$ cat src/rtl/rundown_counter.sv
// rundown_counter: measures a dual-slope integrating ADC conversion.
// It follows the integrator switch drives and counts the integration (run-up) cycles.
// It then counts the de-integration (run-down) cycles until the synchronized
// comparator changes sign. The result is held until the consumer acknowledges it.
module rundown_counter #(
  parameter int CNT_W       = 16,
  parameter int SYNC_STAGES = 2
) (
  input  logic             clock,
  input  logic             reset,
  input  logic             input_charge,
  input  logic             charge,
  input  logic             discharge,
  input  logic             discharge_end,
  input  logic             comp_in,
  input  logic             result_ack,
  output logic [CNT_W-1:0] runup_count,
  output logic [CNT_W-1:0] rundown_count,
  output logic             result_valid,
  output logic [1:0]       status,
  output logic             busy
);

  typedef enum logic [1:0] {
    IDLE    = 2'd0,
    RUNUP   = 2'd1,
    RUNDOWN = 2'd2,
    HOLD    = 2'd3
  } state_t;

  localparam logic [1:0]       ST_OK       = 2'b00;
  localparam logic [1:0]       ST_NO_CROSS = 2'b01;
  localparam logic [1:0]       ST_OVERFLOW = 2'b10;
  localparam logic [1:0]       ST_ABORT    = 2'b11;
  localparam logic [CNT_W-1:0] CNT_ONE     = CNT_W'(1);

  state_t                 state_q, state_nxt;
  logic [SYNC_STAGES-1:0] sync_q;
  logic                   comp_s;
  logic                   int_ph, ref_ph, short_ph;
  logic [CNT_W-1:0]       runup_q, runup_nxt;
  logic [CNT_W-1:0]       rundown_q, rundown_nxt;
  logic                   sign_q, sign_nxt;
  logic [1:0]             status_nxt;
  logic                   hold_entry;

  // Comparator synchronizer; only the last stage is ever looked at.
  always_ff @(posedge clock) begin
    if (reset) begin
      sync_q <= '0;
    end else begin
      sync_q <= {sync_q[SYNC_STAGES-2:0], comp_in};
    end
  end

  assign comp_s = sync_q[SYNC_STAGES-1];

  // Phase decode from the active-low switch drives.
  always_comb begin
    int_ph   = ~input_charge;
    ref_ph   = input_charge & (~charge | ~discharge);
    short_ph = ~discharge_end;
  end

  // Next-state and counter update. Every exit into HOLD also sets the status code.
  always_comb begin
    state_nxt   = state_q;
    runup_nxt   = runup_q;
    rundown_nxt = rundown_q;
    sign_nxt    = sign_q;
    status_nxt  = status;
    case (state_q)
      IDLE: begin
        if (int_ph) begin
          state_nxt   = RUNUP;
          runup_nxt   = CNT_ONE;
          rundown_nxt = '0;
        end
      end
      RUNUP: begin
        if (short_ph) begin
          state_nxt  = HOLD;
          status_nxt = ST_ABORT;
        end else if (int_ph) begin
          if (&runup_q) begin
            state_nxt  = HOLD;
            status_nxt = ST_OVERFLOW;
          end else begin
            runup_nxt = runup_q + CNT_ONE;
          end
        end else if (ref_ph) begin
          state_nxt   = RUNDOWN;
          sign_nxt    = comp_s;
          rundown_nxt = '0;
        end else begin
          state_nxt  = HOLD;
          status_nxt = ST_ABORT;
        end
      end
      RUNDOWN: begin
        if (short_ph) begin
          state_nxt  = HOLD;
          status_nxt = ST_ABORT;
        end else if (comp_s != sign_q) begin
          state_nxt  = HOLD;
          status_nxt = ST_OK;
        end else if (!ref_ph) begin
          state_nxt  = HOLD;
          status_nxt = ST_NO_CROSS;
        end else if (&rundown_q) begin
          state_nxt  = HOLD;
          status_nxt = ST_OVERFLOW;
        end else begin
          rundown_nxt = rundown_q + CNT_ONE;
        end
      end
      HOLD: begin
        if (result_ack) begin
          state_nxt = IDLE;
        end
      end
      default: begin
        state_nxt = IDLE;
      end
    endcase
    hold_entry = (state_nxt == HOLD) && (state_q != HOLD);
  end

  // State, live counters and captured comparator sign.
  always_ff @(posedge clock) begin
    if (reset) begin
      state_q   <= IDLE;
      runup_q   <= '0;
      rundown_q <= '0;
      sign_q    <= 1'b0;
    end else begin
      state_q   <= state_nxt;
      runup_q   <= runup_nxt;
      rundown_q <= rundown_nxt;
      sign_q    <= sign_nxt;
    end
  end

  // Result outputs latch the post-edge counter values on HOLD entry. The flags are
  // registered from the next state so they line up with the state register.
  always_ff @(posedge clock) begin
    if (reset) begin
      runup_count   <= '0;
      rundown_count <= '0;
      status        <= ST_OK;
      result_valid  <= 1'b0;
      busy          <= 1'b0;
    end else begin
      if (hold_entry) begin
        runup_count   <= runup_nxt;
        rundown_count <= rundown_nxt;
        status        <= status_nxt;
      end
      result_valid <= (state_nxt == HOLD);
      busy         <= (state_nxt == RUNUP) || (state_nxt == RUNDOWN);
    end
  end

endmodule

$ cat config.mk
export PLATFORM = sky130hd
export DESIGN_NAME = rundown_counter
export DESIGN_NICKNAME = d
export VERILOG_FILES = /design/src/rtl/rundown_counter.sv
export SDC_FILE = /design/constraint.sdc
export NUM_CORES = 1
export LEC_CHECK = 0
export ABC_AREA = 1
export BUFFER_PORTS_ARGS = -buffer_cell sky130_fd_sc_hd__buf_2
export CAP_MARGIN = 0
export CORE_AREA = 2 2 87 89
export CTS_CLUSTER_DIAMETER = 120
export DETAILED_ROUTE_END_ITERATION = 10
export DIE_AREA = 0 0 89 91
export GPL_TIMING_DRIVEN = 0
export HOLD_SLACK_MARGIN = 0.03
export PLACE_DENSITY_LB_ADDON = 0.15
export REMOVE_ABC_BUFFERS = 1
export SETUP_SLACK_MARGIN = 0.15
export SLEW_MARGIN = 30
export SYNTH_ARGS = -nofsm -noshare
export SYNTH_HDL_FRONTEND = slang
export SYNTH_SLANG_ARGS = --single-unit
$ cat constraint.sdc
create_clock -name clock -period 7.4 [get_ports clock]
set_input_delay 1.11 -clock clock [delete_from_list [all_inputs] [get_ports clock]]
set_output_delay 1.11 -clock clock [all_outputs]
set_load 0.02 [all_outputs]
Yosys cells after proc, flatten, opt, wreduce, memory -nomap -nowiden
Cells that the tools add are included.

word-level totals
  output and inout bits = 36
  register bits = 73

cells by class
  bitwise gates (word level) = 4
  reductions and logical operators = 8
  multiplexer cells = 34
  eq/ne operators = 11
  $add $sub $neg = 2

operators with widths
  cell                                                  number
  2-to-1 mux 16 bit                                     12
  one-hot mux 16 bit (3 select lines)                   1
  2-to-1 mux 2 bit                                      17
  adder 16 x 1 -> 16 bit (second input constant)        2
  one-hot mux 16 bit (2 select lines)                   1
  AND reduction 16 bit                                  2
  equality test 2 bit (second input constant)           4
  != test 4 bit (second input constant)                 2
  one-hot mux 2 bit (4 select lines)                    1
  != test 5 bit (second input constant)                 1
  AND reduction 5 bit                                   1
  equality test 2 x 1 -> 1 bit (second input constant)  2
  one-hot mux 2 bit (2 select lines)                    1
  AND reduction 4 bit                                   1
  logical NOT 2 bit                                     1
  != test 2 bit (second input constant)                 1
  inverter 1 bit                                        2
  nonzero test 2 bit                                    1
  bitwise AND 1 bit                                     1
  logical AND 1 bit                                     1
  logical OR 1 bit                                      1
  2-to-1 mux 1 bit                                      1
  != test 1 bit                                         1
  OR 1 bit                                              1

Logic depth before layout (Yosys ltp)
  depth after elaboration = 10
  mapped depth = 21
  depth with buffers taken out = 18

Worst setup path before layout
No wires, ideal clock.

  path kind = input-to-reg
  start = in input_charge
  end = reg runup_count[15]
  arrival = 2.880 ns
  data required time = 7.291 ns
  setup time = 0.109 ns
  slack = 4.411 ns
  stages on the path = 19
  cell sequence = inv_2 > a21oi_4 > nand2_2 > inv_1 > nand2_2 > nand2_4 > nand2_1 > nor2_1 > nand2_1 > ha_1 > buf_2 > inv_1 > nor2_1 > clkbuf_8 > buf_2 > nor2_1 > nor2_1 > nand2_1 > inv_1

on the way
  cells in the longest elaborated chain, start to end = 7
  elaborated cells on any way between the ends = 15
  those cells by class = eq/ne (1); mux (12); bitwise (1); reduce/logical (1)

RTL lines
  element                                                      RTL line  source
  start: declaration                                           11        input logic input_charge,
  bitwise AND 1 bit                                            61        ref_ph = input_charge & (~charge | ~discharge);
  2-to-1 mux 2 bit / 2-to-1 mux 1 bit (equally long branches)  107, 91
  2-to-1 mux 2 bit (on tied branches)                          104, 84
  2-to-1 mux 2 bit (on tied branches)                          101, 81
  one-hot mux 2 bit (4 select lines) *                         72        case (state_q)
  named net state_nxt[0]                                       37        state_t state_q, state_nxt;
  equality test 2 bit *                                        126       hold_entry = (state_nxt == HOLD) && (state_q != HOLD);
  logical AND 1 bit *                                          126
  end signal: assignment                                       155       runup_count <= runup_nxt;
  end: declaration                                             17        output logic [CNT_W-1:0] runup_count,

The timed path passes the listed nets; every way through them passes the cells marked *.
A chain may end at the register's enable or synchronous reset.

Worst setup path after layout
  start = in input_charge
  end = reg status[1]

on the way
  cells in the longest elaborated chain, start to end = 8
  elaborated cells on any way between the ends = 21
  those cells by class = eq/ne (4); mux (14); bitwise (1); reduce/logical (2)

RTL lines
  element                                                      RTL line  source
  bitwise AND 1 bit                                            61
  2-to-1 mux 2 bit / 2-to-1 mux 1 bit (equally long branches)  107, 91
  2-to-1 mux 2 bit (on tied branches)                          104, 84
  2-to-1 mux 2 bit (on tied branches)                          101, 81
  one-hot mux 2 bit (4 select lines) *                         72
  named net state_nxt[0]                                       37
  equality test 2 bit *                                        126
  logical AND 1 bit *                                          126
  AND reduction 5 bit (no line) *                              --
  end signal: assignment                                       157       status <= status_nxt;
  end: declaration                                             20        output logic [1:0] status,

Marked as above.

==> flow_summary.yaml <==
route:
  drc: 0
  final_antenna_net_count: 0
  wl_um: 9630
  drtIter0Drc: 236
  wl_per_cell_um: 12.5
  dr.pass1.iters: 5
  viasPerCell: 5.26
  vias: 4058
timing:
  skew_ns: 0.00782
  post-route-period-util_pct: 49.2
  min_period_ns: 3.64
  hold_ws_ns: 0.410
  worstMarginPinSlew_ns: 0.757
  finalHoldViolations: 0
  grt_setup_unrepaired: "false"
  setup_violations: 0
  finalSetupTns_ns: 0
  drv_slew: 0
  relSlewSlack_pct: 49.5
  fmax_mhz: 274
finish:
  utilization_pct: 64.3
  final_layout_size_suffix_gt1_share_pct: 15.5
  final_common_cell: "nand2_1"
  diodes: 0
  final_cell_mix: "119 x nand2_1, 98 x nor2_1, 89 x inv_1"
  area_growth_pct: 9.78
  finalNetCount: 679
die:
  die-area_um2: 8100
  initial_core_util_pct: 58.6
  fp.dieH_um: 91
  io_pins: 44
  row_count: 31
  dieWidth_um: 89
  core_um2: 7140
logic_synthesis:
  synth_seq_cells: 73
  synth_cells: 638
  synth_edf_count: 0
  synth_ff_type: "dfxtp_1"
  yosys-top-cells-area: "dfxtp_1 35%, nand2_1 11%, nor2_1 9.1%"
  ys_types: 37
  synth_top_area_share_pct: 34.9
  ys_seq_area_share_pct: 34.9
  synth_area_um2: 4180
  syn_avg_cell_area_um2: 6.56
  yosys_warnings: 0
  yosysTopAreaCell: "dfxtp_1"
  ys_async_sr_fraction_pct: 0
setup_path:
  worst-setup-path-type: "primary input to register"
  r2r-end: "status[1]"
  crit_slowest_cell: "nor2_4"
  cp.arrival_ns: 3.89
  worst_path_largest_cell_delay_ns: 0.60
  end_kind: "register"
  cp_cell_sequence: "buf_2 -> inv_2 -> a21oi_4 -> nand2_2 -> inv_1 -> nand2_2 -> nand2_4 -> nand2_1 -> nor2_1 -> nand2_1 -> ha_1 -> inv_1 -> nor2_4 -> buf_16 -> nand2_2 -> o21ai_1 -> nor2_1"
  crit_required_ns: 7.65
  timing.rr.start: "runup_q[0]"
  r2r_cells: 16
  endpoint: "status[1]"
  start_kind: "primary input"
  crit_path_start: "input_charge"
  path_max_fanout: 29
  reg2reg_slack_ns: 3.82
  crit_top_cell: "nand2_2"
placement:
  gp_congestion: 0.928
  io_buffer_count: 43
  post-dp-hpwl_um: 6700
clocking:
  htreeDepth: 3
  clk_pin_slew_ns: 0.08
  holdBufCountCts: 0
  clockBufferDepth: 2
  ctsResizeCount: 0
  cts_tree: "done"
  worstSkewPairLatency_ns: 0.35
  cts_made_buffers: 9
  cts.sink_count: 73
  cts_root_buf: "clkbuf_8"
  cts_setup_buffers: 0
flow_run:
  maxCapViolCount: 0
power:
  p_per_area_nw_per_um2: 234
  power.leakage_uw: 0.00216
  ir_drop_v: 0.000147
status:
  status: "finished clean"
grt:
  antenna_found_initial: 0
  grt_overflow: 0
  grt_max_degree: 60
  grt_pass1_vias: 4019
  grt_pass1_wl_um: 16800
  grt_util_all_layers_pct: 25.6
min_path:
  hold_path_class: "register to register"
-- synthesized netlist by cell type, drive strengths merged, types with 3 or more instances --
master	instances
inv	93
buf	9
nand3	72
ha	3
xor2	3
nand4	21
a31oi	4
nor2	108
o21bai	5
dfxtp	73
a21oi	49
o21ai	32
clkbuf	16
nand2	136
nor3	8
-- where the power goes --
part	switching (µW)	total, µW	internal, µW
clock network	150	304	154
registers	29.5	468	438
logic	204	304	101
total	383	1080	693
-- registers in the layout, summed over array words and instances, names as in the netlist --
register and cells:
result_valid 1, rundown_q 16, busy 1, runup_q 16, runup_count 16, sign_q 1
sync_q 2, status 2, rundown_count 16, state_q 2
-- critical path: cells and delay by family --
kind                       cells  cell delay, ns
AOI/OAI and AO/OA              2            0.18
adders and majority gates      1            0.43
buffers and inverters          5            0.82
and+or+nand+nor                9            1.33
-- per-stage QoR --
step           setup slack (ns)  power (µW)  cells  area [µm²]
6_report                   3.76        1080    771        4590
5_1_grt                    3.46        1150    771        4590
4_1_cts                    3.74        1090    771        4590
3_5_place_dp               3.37         783    756        4410
3_3_place_gp               1.20         774    755        4360
2_1_floorplan              2.89         688    613        4030
-- worst min path at each step --
stage / from / endpoint / slack, ns / depth (start not counted)
2_1_floorplan: sync_q[0] / sync_q[1] / 0.39 / 2
3_3_place_gp: sync_q[0] / sync_q[1] / 0.40 / 2
3_5_place_dp: sync_q[0] / sync_q[1] / 0.40 / 2
4_1_cts: sync_q[0] / sync_q[1] / 0.41 / 2
5_1_grt: sync_q[0] / sync_q[1] / 0.43 / 2
6_report: sync_q[0] / sync_q[1] / 0.41 / 2
-- cells by family (layout without fill, tap and decap cells) --
logic type               Yosys count  in the layout  synth area share, %
AND/OR/NAND/NOR                  347            347                 39.0
adder cells (fa/ha/maj)            3              3                0.897
buffers and inverters            119            153                 12.2
XOR/XNOR                           3              3                0.628
AO/OA/AOI/OAI                     93             93                 12.3
flip-flops                        73             73                 34.9
-- area by class of cell --
class / instances / area, µm²
sequential: 73 / 1460
timing repair buffer: 44 / 245
multi-input combinational: 446 / 2220
inverter: 94 / 354
clock inverter: 5 / 57.6
clock buffer: 10 / 128
tap: 99 / 124
fill: 709 / 2540
-- per-layer routing --
layer  routed length (µm)  vias up  part of all wire, %  GRT usage (%)
met3                  427       19                  4.4           3.55
li1                     -     2098                    -              -
met2                 4850      104                   50           44.5
met5                    0        -                    0              0
met4                  225        0                  2.3           12.8
met1                 4130     1837                   43           30.1
(Power assumes the default switching activity.)
